--- config.mk ---
export PLATFORM = sky130hd
export DESIGN_NAME = timer_run_ctrl
export DESIGN_NICKNAME = d
export VERILOG_FILES = /design/src/rtl/timer_run_ctrl.sv
export SDC_FILE = /design/constraint.sdc
export NUM_CORES = 1
export LEC_CHECK = 0
export BUFFER_PORTS_ARGS = -buffer_cell sky130_fd_sc_hd__buf_2
export CAP_MARGIN = 10
export CORE_UTILIZATION = 31
export DETAILED_ROUTE_END_ITERATION = 12
export GPL_ROUTABILITY_DRIVEN = 0
export PLACE_DENSITY = 0.48
export SLEW_MARGIN = 20
export SYNTH_ARGS = -nofsm -noshare
export SYNTH_HDL_FRONTEND = slang
export SYNTH_SLANG_ARGS = --single-unit
--- constraint.sdc ---
create_clock -name CLK_50MHz -period 2.4 [get_ports CLK_50MHz]
set_clock_uncertainty 0.05 [all_clocks]
set_input_delay 0 -clock CLK_50MHz [delete_from_list [all_inputs] [get_ports CLK_50MHz]]
set_output_delay 0 -clock CLK_50MHz [all_outputs]
set_load 0.01 [all_outputs]
--- src/rtl/timer_run_ctrl.sv ---
// -----------------------------------------------------------------------------
// timer_run_ctrl
// Run/pause/expire controller for a 00.00..99.99 stopwatch / countdown timer.
// Synchronizes the Start/Stop button and mode switch, filters the button,
// derives a 100 Hz tick while running, and drives the counter strobes and the
// blinking decimal point.
//
// Optional feature: define TIMER_DEBOUNCE_EN to build the StartStop debounce
// filter (DEB_CYCLES stable cycles). Without it the filtered level is the
// synchronized input and no debounce counter exists.
//
// Ports
//   CLK_50MHz  in   system clock, all state changes on its rising edge
//   rst        in   synchronous active-high reset
//   StartStop  in   raw push-button, active-low, asynchronous
//   ModeSel    in   asynchronous mode select (0 stopwatch, 1 countdown)
//   cnt_zero   in   counter reads 00.00
//   cnt_max    in   counter reads 99.99
//   cnt_en     out  one-cycle count-step strobe
//   cnt_dir    out  count direction (0 up, 1 down) = synchronized mode
//   cnt_clr    out  one-cycle clear-to-00.00 strobe
//   cnt_load   out  one-cycle countdown-preset load strobe
//   running    out  state is RUN
//   expired    out  state is EXPIRED
//   DOT        out  decimal-point drive
// -----------------------------------------------------------------------------
module timer_run_ctrl #(
  parameter int TICK_DIV    = 500000,
  parameter int DEB_CYCLES  = 1000000,
  parameter int BLINK_TICKS = 50
) (
  input  logic CLK_50MHz,
  input  logic rst,
  input  logic StartStop,
  input  logic ModeSel,
  input  logic cnt_zero,
  input  logic cnt_max,
  output logic cnt_en,
  output logic cnt_dir,
  output logic cnt_clr,
  output logic cnt_load,
  output logic running,
  output logic expired,
  output logic DOT
);

  // The blink counter counts ticks in RUN and raw cycles in EXPIRED, so it is
  // sized for the longer of the two periods.
  localparam int BLINK_CYC = BLINK_TICKS * TICK_DIV;
  localparam int DIV_W     = (TICK_DIV > 1) ? $clog2(TICK_DIV) : 1;
  localparam int BLK_W     = (BLINK_CYC > 1) ? $clog2(BLINK_CYC) : 1;
  localparam logic [DIV_W-1:0] DIV_LAST  = DIV_W'(TICK_DIV - 1);
  localparam logic [BLK_W-1:0] TICK_LAST = BLK_W'(BLINK_TICKS - 1);
  localparam logic [BLK_W-1:0] CYC_LAST  = BLK_W'(BLINK_CYC - 1);

  typedef enum logic [1:0] {
    S_IDLE    = 2'd0,
    S_RUN     = 2'd1,
    S_PAUSE   = 2'd2,
    S_EXPIRED = 2'd3
  } state_t;

  logic             r_mode_s1, r_mode_s2, r_mode_prev;
  logic             r_ss_s1, r_ss_s2, r_ss_prev;
  logic             r_init;
  state_t           r_state;
  logic [DIV_W-1:0] r_div;
  logic [BLK_W-1:0] r_blink;

  logic             w_ss_filt;
  logic             w_mode_chg;
  logic             w_press;
  logic             w_tick;
  logic             w_limit;
  logic             w_en;
  logic             w_clr;
  logic             w_load;
  state_t           w_state_nxt;

  // Two-flop synchronizers for both asynchronous inputs.
  always_ff @(posedge CLK_50MHz) begin
    if (rst) begin
      r_mode_s1 <= 1'b0;
      r_mode_s2 <= 1'b0;
      r_ss_s1   <= 1'b0;
      r_ss_s2   <= 1'b0;
    end else begin
      r_mode_s1 <= ModeSel;
      r_mode_s2 <= r_mode_s1;
      r_ss_s1   <= StartStop;
      r_ss_s2   <= r_ss_s1;
    end
  end

`ifdef TIMER_DEBOUNCE_EN
  localparam int DEB_W = (DEB_CYCLES > 1) ? $clog2(DEB_CYCLES) : 1;
  localparam logic [DEB_W-1:0] DEB_LAST = DEB_W'(DEB_CYCLES - 1);
  // The released button reads high, so the filtered level and its edge
  // detector both start high and no press is seen out of reset.
  localparam logic SS_PREV_RST = 1'b1;

  logic             r_ss_filt;
  logic [DEB_W-1:0] r_deb_cnt;

  // Debounce: adopt the synchronized level only after it has differed from
  // the filtered level for DEB_CYCLES consecutive cycles.
  always_ff @(posedge CLK_50MHz) begin
    if (rst) begin
      r_ss_filt <= 1'b1;
      r_deb_cnt <= {DEB_W{1'b0}};
    end else if (r_ss_s2 == r_ss_filt) begin
      r_ss_filt <= r_ss_filt;
      r_deb_cnt <= {DEB_W{1'b0}};
    end else if (r_deb_cnt == DEB_LAST) begin
      r_ss_filt <= r_ss_s2;
      r_deb_cnt <= {DEB_W{1'b0}};
    end else begin
      r_ss_filt <= r_ss_filt;
      r_deb_cnt <= r_deb_cnt + 1'b1;
    end
  end

  assign w_ss_filt = r_ss_filt;
`else
  // The synchronizer leaves reset low; starting the edge detector low as well
  // keeps the rising settle after reset from looking like a press.
  localparam logic SS_PREV_RST = 1'b0;

  assign w_ss_filt = r_ss_s2;
`endif

  // Previous-cycle copies for edge detection, plus the post-reset init flag.
  always_ff @(posedge CLK_50MHz) begin
    if (rst) begin
      r_ss_prev   <= SS_PREV_RST;
      r_mode_prev <= 1'b0;
      r_init      <= 1'b1;
    end else begin
      r_ss_prev   <= w_ss_filt;
      r_mode_prev <= r_mode_s2;
      r_init      <= 1'b0;
    end
  end

  assign w_mode_chg = r_mode_s2 ^ r_mode_prev;
  assign w_press    = r_ss_prev & ~w_ss_filt;
  assign w_tick     = (r_state == S_RUN) && (r_div == DIV_LAST);
  assign w_limit    = r_mode_s2 ? cnt_zero : cnt_max;
  assign w_en       = w_tick & ~w_limit;
  assign cnt_dir    = r_mode_s2;

  // Next-state and strobe decode; mode change outranks press, press outranks
  // the limit check on a tick.
  always_comb begin
    w_state_nxt = r_state;
    w_clr       = 1'b0;
    w_load      = 1'b0;
    if (r_init) begin
      w_clr  = ~r_mode_s2;
      w_load = r_mode_s2;
    end else if (w_mode_chg) begin
      w_state_nxt = S_IDLE;
      w_clr       = ~r_mode_s2;
      w_load      = r_mode_s2;
    end else if (w_press) begin
      case (r_state)
        S_IDLE:    w_state_nxt = S_RUN;
        S_RUN:     w_state_nxt = S_PAUSE;
        S_PAUSE:   w_state_nxt = S_RUN;
        S_EXPIRED: begin
          w_state_nxt = S_IDLE;
          w_load      = 1'b1;
        end
        default:   w_state_nxt = S_IDLE;
      endcase
    end else if (w_tick && w_limit) begin
      // Countdown hits 00.00 -> expire; stopwatch hits 99.99 -> saturate.
      w_state_nxt = r_mode_s2 ? S_EXPIRED : S_PAUSE;
    end else begin
      w_state_nxt = r_state;
    end
  end

  // FSM state and registered counter strobes / status outputs.
  always_ff @(posedge CLK_50MHz) begin
    if (rst) begin
      r_state  <= S_IDLE;
      cnt_en   <= 1'b0;
      cnt_clr  <= 1'b0;
      cnt_load <= 1'b0;
      running  <= 1'b0;
      expired  <= 1'b0;
    end else begin
      r_state  <= w_state_nxt;
      cnt_en   <= w_en;
      cnt_clr  <= w_clr;
      cnt_load <= w_load;
      running  <= (w_state_nxt == S_RUN);
      expired  <= (w_state_nxt == S_EXPIRED);
    end
  end

  // Tick divider: counts only while staying in RUN, so a partial period is
  // dropped whenever RUN is left or re-entered.
  always_ff @(posedge CLK_50MHz) begin
    if (rst) begin
      r_div <= {DIV_W{1'b0}};
    end else if ((r_state == S_RUN) && (w_state_nxt == S_RUN)) begin
      r_div <= w_tick ? {DIV_W{1'b0}} : (r_div + 1'b1);
    end else begin
      r_div <= {DIV_W{1'b0}};
    end
  end

  // Decimal point: steady in IDLE/PAUSE, tick-paced blink in RUN, free-running
  // cycle-paced blink in EXPIRED; each blinking state restarts lit.
  always_ff @(posedge CLK_50MHz) begin
    if (rst) begin
      r_blink <= {BLK_W{1'b0}};
      DOT     <= 1'b1;
    end else begin
      case (w_state_nxt)
        S_RUN: begin
          if (r_state != S_RUN) begin
            r_blink <= {BLK_W{1'b0}};
            DOT     <= 1'b1;
          end else if (w_tick && (r_blink == TICK_LAST)) begin
            r_blink <= {BLK_W{1'b0}};
            DOT     <= ~DOT;
          end else if (w_tick) begin
            r_blink <= r_blink + 1'b1;
            DOT     <= DOT;
          end else begin
            r_blink <= r_blink;
            DOT     <= DOT;
          end
        end
        S_EXPIRED: begin
          if (r_state != S_EXPIRED) begin
            r_blink <= {BLK_W{1'b0}};
            DOT     <= 1'b1;
          end else if (r_blink == CYC_LAST) begin
            r_blink <= {BLK_W{1'b0}};
            DOT     <= ~DOT;
          end else begin
            r_blink <= r_blink + 1'b1;
            DOT     <= DOT;
          end
        end
        default: begin
          r_blink <= {BLK_W{1'b0}};
          DOT     <= 1'b1;
        end
      endcase
    end
  end

endmodule

=== Yosys cells after proc, flatten, opt, wreduce, memory -nomap -nowiden ===
Cells that the tools add are included.

* Latch bits: 0
* Input bits: 6
* Output and inout port bits: 7
* Register bits after elaboration: 59
* Logic and storage cells: 72
* Memory bits (writable): 0
* Memories kept: 0
* Memory bits (read-only): 0

* Eq/ne operators: 13
* Add/subtract/negate cells: 2
* Reductions and logical operators: 8
* $mul: 0
* Mux-type cells: 25
* Bitwise gates (word level): 8
* Shifts and indexed selects: 0
* Divide/modulo/power cells: 0
* Magnitude comparators: 0

{| class="wikitable"
|+ Operators by type and width
! kind !! number
|-
| 25-bit two-way mux || 5
|-
| 25-bit case mux with 2 select lines || 1
|-
| 25-bit by 1-bit adder with 25-bit output, second input constant || 1
|-
| 25-bit equality test, second input constant || 1
|-
| 25-bit by 6-bit equality test with 1-bit output, second input constant || 1
|-
| 19-bit by 1-bit adder with 19-bit output, second input constant || 1
|-
| 19-bit equality test, second input constant || 1
|-
| 1-bit two-way mux || 13
|-
| 2-bit two-way mux || 4
|-
| 2-bit equality test, second input constant || 3
|-
| 3-bit by 1-bit inequality test with 1-bit output, second input constant || 2
|-
| 2-bit case mux with 3 select lines || 1
|-
| 1-bit NOT || 5
|-
| 2-bit by 1-bit equality test with 1-bit output, second input constant || 2
|-
| 1-bit logical AND || 4
|-
| 4-bit by 2-bit inequality test with 1-bit output, second input constant || 1
|-
| 3-bit OR reduction || 1
|-
| 1-bit AND || 2
|-
| 2-bit logical NOT || 1
|-
| 2-bit by 1-bit inequality test with 1-bit output, second input constant || 1
|-
| 2-bit inequality test, second input constant || 1
|-
| 1-bit case mux with 2 select lines || 1
|-
| 2-bit AND reduction || 1
|-
| 2-bit OR reduction || 1
|-
| 1-bit XOR || 1
|}

=== Longest topological paths before layout ===
* Depth in word-level cells: 11
* Depth in mapped cells: 10
* Gate-level depth less buffers: 8

=== Worst setup path before layout ===
OpenSTA, ideal clock, no wires.

* Kind: reg2reg
* From: register r_mode_s2, in the netlist cnt_dir
* To: register r_blink[23]
* Stages on the path, launching flop included: 10
* Clock period less this slack: 2339 ps
* Required time: 2276 ps
* Arrival: 2215 ps
* Buffers on the path: 1
* Setup slack: 61 ps
* Library setup time: 74 ps
* Cells stage by stage: dfxtp_1 -> inv_1 -> ha_1 -> nor4bb_4 -> nor3b_2 -> o211ai_1 -> o21a_1 -> buf_6 -> or4_1 -> a31oi_1

* Longest elaborated chain between the ends: 8
* Elaborated cells between the ends (all ways): 12
* Those cells by class: eq/ne (3); mux (7); bitwise (1); reduce/logical (1)

{| class="wikitable"
|+ Ends and longest elaborated chain
! item !! line !! RTL
|-
| start: declaration || 63 || <nowiki>logic r_mode_s1, r_mode_s2, r_mode_prev;</nowiki>
|-
| start signal: assignment || 89 || <nowiki>r_mode_s2 <= r_mode_s1;</nowiki>
|-
| 1-bit two-way mux || 148 || <nowiki>assign w_limit = r_mode_s2 ? cnt_zero : cnt_max;</nowiki>
|-
| 1-bit logical AND || 176 || <nowiki>end else if (w_tick && w_limit) begin</nowiki>
|-
| 2-bit two-way mux || 176 ||
|-
| 2-bit two-way mux || 165 || <nowiki>end else if (w_press) begin</nowiki>
|-
| 2-bit two-way mux * || 161 || <nowiki>end else if (w_mode_chg) begin</nowiki>
|-
| 2-bit two-way mux * || 158 || <nowiki>if (r_init) begin</nowiki>
|-
| 2-bit by 1-bit equality test with 1-bit output / 2-bit equality test (equally long branches) || 222 || <nowiki>case (w_state_nxt)</nowiki>
|-
| 4-bit by 2-bit inequality test with 1-bit output (no source line) / 25-bit case mux with 2 select lines (equally long branches) || -- ||
|-
| end signal: assignment || 219 || <nowiki>r_blink <= {BLK_W{1'b0}};</nowiki>
|-
| end signal: assignment || 225 || <nowiki>r_blink <= {BLK_W{1'b0}};</nowiki>
|-
| end signal: assignment || 228 || <nowiki>r_blink <= {BLK_W{1'b0}};</nowiki>
|-
| end: declaration || 68 || <nowiki>logic [BLK_W-1:0] r_blink;</nowiki>
|}

Every way passes the cells marked *; elsewhere a longest branch is shown, timed or not.
A chain may end at the register's enable or synchronous reset.

=== Worst setup path in the final report ===
Ends and elaborated chain as after synthesis.

==> results by group <==
Status
  • Status: finished, final reports clean

STA
  • Worst slew pin tran: 504 ps
  • Final slew viol count: 0
  • Worst hold slack: 297 ps
  • Period minus WS final: 2250 ps
  • Setup TNS: 0 ps
  • RSZ-0062 raised after global routing: no
  • Final hold vios: 0
  • Fmax: 445 MHz
  • Slew HR: 0.661
  • Final worst-path cycle share: 0.936
  • Final setup viols: 0

CTS
  • Clock Latency Late Sink: between 300 and 400 ps
  • CTS max path bufs: 2
  • Root Driver: clkbuf_8
  • TritonCTS buffer count: 9
  • H-tree depth: 3
  • CTS clk-pin slew, worst paths: 70 ps
  • TritonCTS clock tree: yes
  • Clk sinks: 59

Routing
  • Vias: 2625
  • Starting DRT DRC Count: around 120
  • Met1 WL: 3.70 mm
  • Pre-antenna DRT Iters: 6
  • DRC viols: 0
  • Detail Route Antenna Nets: 0
  • Final wirelength: 7.31 mm
  • Top layer in use: met4
  • Metal2 WL: 3.23 mm
  • WL met3: between 200 and 250 um
  • Post-DR wirelength/cell: 14.7 um
  • Post-DR vias/cell: 5.29

Yosys
  • Post-synth EDFFs: 0
  • Yosys cell types: 53
  • Ys flop type: dfxtp_1
  • Post-Syn Instances: roughly 340
  • Register area share after synthesis: 0.409
  • Async S/R FF share, synth: 0
  • Syn nets: 352
  • Cell taking the most area after synthesis: dfxtp_1
  • Post-synth top area share: 0.409
  • Yosys warning count: 0
  • Syn_area_per_cell: 8.44 um2
  • Top cells by area, synth: dfxtp_1 41%, nand2_1 4.9%, nor2_1 4.6%, nand3_1 4.2%, xor2_1 3.3%
  • #FFs+latches synth: 59
  • Mapped cell area: 0.00289 mm2

GRT
  • Total Routing Usage GR: 0.156
  • GRT overflow: 0
  • First-pass GRT wire length: between 10 and 15 mm
  • Largest net degree at the start of global routing: 42
  • Antenna violations before repair: 0
  • Vias in the first global route: between 2k and 2.5k

Critical path
  • Crit Path Max Fanout: 5
  • CP cell instances: inv_2 -> ha_4 -> nor4bb_4 -> nor3b_2 -> o211ai_1 -> o21a_2 -> or4_1 -> a31oi_1
  • Crit path max-delay cell type: or4_1
  • Worst Path Buf+Inv: 1
  • Cell family contributing the most delay on the critical path: simple AND/OR/NAND/NOR gates
  • Critical path required time: 2630 ps
  • Crit Path Category: reg -> reg
  • CP Data Arrival Time: about 2500 ps
  • Critical Path Source Type: flip-flop
  • Critical path endpoint category: flip-flop
  • CP peak stage delay: 460 ps

Placement
  • Placed inst area: 0.00317 mm2
  • Buffers on Ports: 12
  • Dpl hpwl: 4.58 mm

Floorplanning
  • Chip width: 98.5 um
  • Initial Util: 0.326
  • Die H: 98.5 um
  • Rows: 34
  • Die footprint: 0.00970 mm2
  • Core area: roughly 0.0088 mm2
  • IO Count: 13

Final layout
  • Commonest non-fill, non-tap cell in the layout: dfxtp_1
  • NumNets Final: 393
  • Commonest cells after routing, fill and taps aside: 58 x dfxtp_1, 38 x nand2_1, 35 x nor2_1, 24 x nand3_1, 22 x buf_4
  • Largest Register: r_blink
  • Synth-to-Final Area Change: 22.1%
  • Biggest regs: r_blink (25), r_div (19), r_state (2)
  • Max FFs per register: 25
  • Layout cell share with drive strength beyond 1: 0.191
  • Diode count: 0
  • Final Instance Area: roughly 0.0035 mm2

Hold path
  • Min-Delay Path Class: in -> reg

Run
  • Max-Cap Viols: 0

Pwr
  • Max rail drop VDD: approximately 330 uV
  • Power Density: 559 mW/mm2
  • LEAKAGE: 1.12 nW
-- repair_timing --
item                                    4_1_cts  5_1_grt
endpoints found under the hold margin        11        0
hold buffers                                  7        0
gates resized for setup                       0       12
endpoints found under the setup margin        0       19
setup buffers                                 0        5
-- cells by family (layout without fill, tap and decap cells) --
group / after synthesis / count (layout) / share of synthesized area
compound gates: 61 / 62 / 0.131
xor+xnor: 18 / 18 / 0.0546
fa+ha+maj: 4 / 4 / 0.0173
buf+inv: 21 / 66 / 0.0373
flops: 59 / 59 / 0.409
mux: 2 / 2 / 0.00737
simple gates: 177 / 177 / 0.343
-- worst paths after layout --
check	start	endpoint	slack, ps	cells after the start
worst min register to register	r_ss_s1$_SDFF_PP0_	r_ss_s2$_SDFF_PP0_	380	1
worst max-delay path	cnt_dir$_SDFF_PP0_	r_blink[23]$_SDFFE_PP0P_	150	8
worst max register to register	cnt_dir$_SDFF_PP0_	r_blink[23]$_SDFFE_PP0P_	150	8
worst min-delay path	cnt_max	expired$_SDFF_PP0_	300	5
-- layer usage --
| metal | global-route usage | up-vias |
|---|---|---|
| li1 | - | 1333 |
| met1 | 0.205 | 1239 |
| met2 | 0.243 | 39 |
| met3 | 0.0362 | 14 |
| met4 | 0.0735 | 0 |
| met5 | 0 | - |
-- Yosys cell counts (2+ instances only) --
master    number
a211oi_1       2
a21o_1         3
a21oi_1       18
a22oi_1        2
a31oi_1        7
and3_1         7
and4_1         4
and4bb_2       2
buf_2          7
buf_6          2
clkbuf_1       4
dfxtp_1       59
ha_1           4
inv_1          5
nand2_1       38
nand2b_1       4
nand3_1       24
nand4_1       13
nor2_1        35
nor2b_1        6
nor3_1         2
nor4_1         8
nor4_2         3
nor4b_1        2
o21a_1         6
o21ai_0        6
o21ai_1        2
o22ai_1       10
or3_1         11
or4_1          7
xnor2_1        7
xor2_1        11
-- metrics by stage --
stage	power, mW	setup slack (ps)	std cells	utilization
after global placement	1.06	92.0	466	0.358
after detailed placement	1.06	37.1	466	0.358
after floorplan	1.04	61.2	342	-
after global routing	2.04	14.8	496	0.398
final	1.97	154	496	0.398
after CTS	1.99	10.2	489	0.388
-- worst register-to-register path: cells and delay by family, from the launching register on --
family / cells / cell delay, ps
simple gates: 3 / 850
fa+ha+maj: 1 / 240
flops: 1 / 330
buf+inv: 1 / 60
compound gates: 3 / 650
-- report_power, final --
part           switching, mW  internal [mW]
registers            0.00455          0.986
clock network          0.411          0.502
logic                 0.0327         0.0324
total                  0.449           1.52
-- area by class of cell --
class                   instances  area [um2]
multi-input cells             263        1640
fillers                       920        5330
repair buffers                 44         340
clock buffers                  11         141
well taps                     108         135
clock inverters                 5        52.6
flip-flops and latches         59        1180
inverters                       5        22.5
repair inverters                1        7.51
Note: power is estimated with default switching activity, not from simulation.
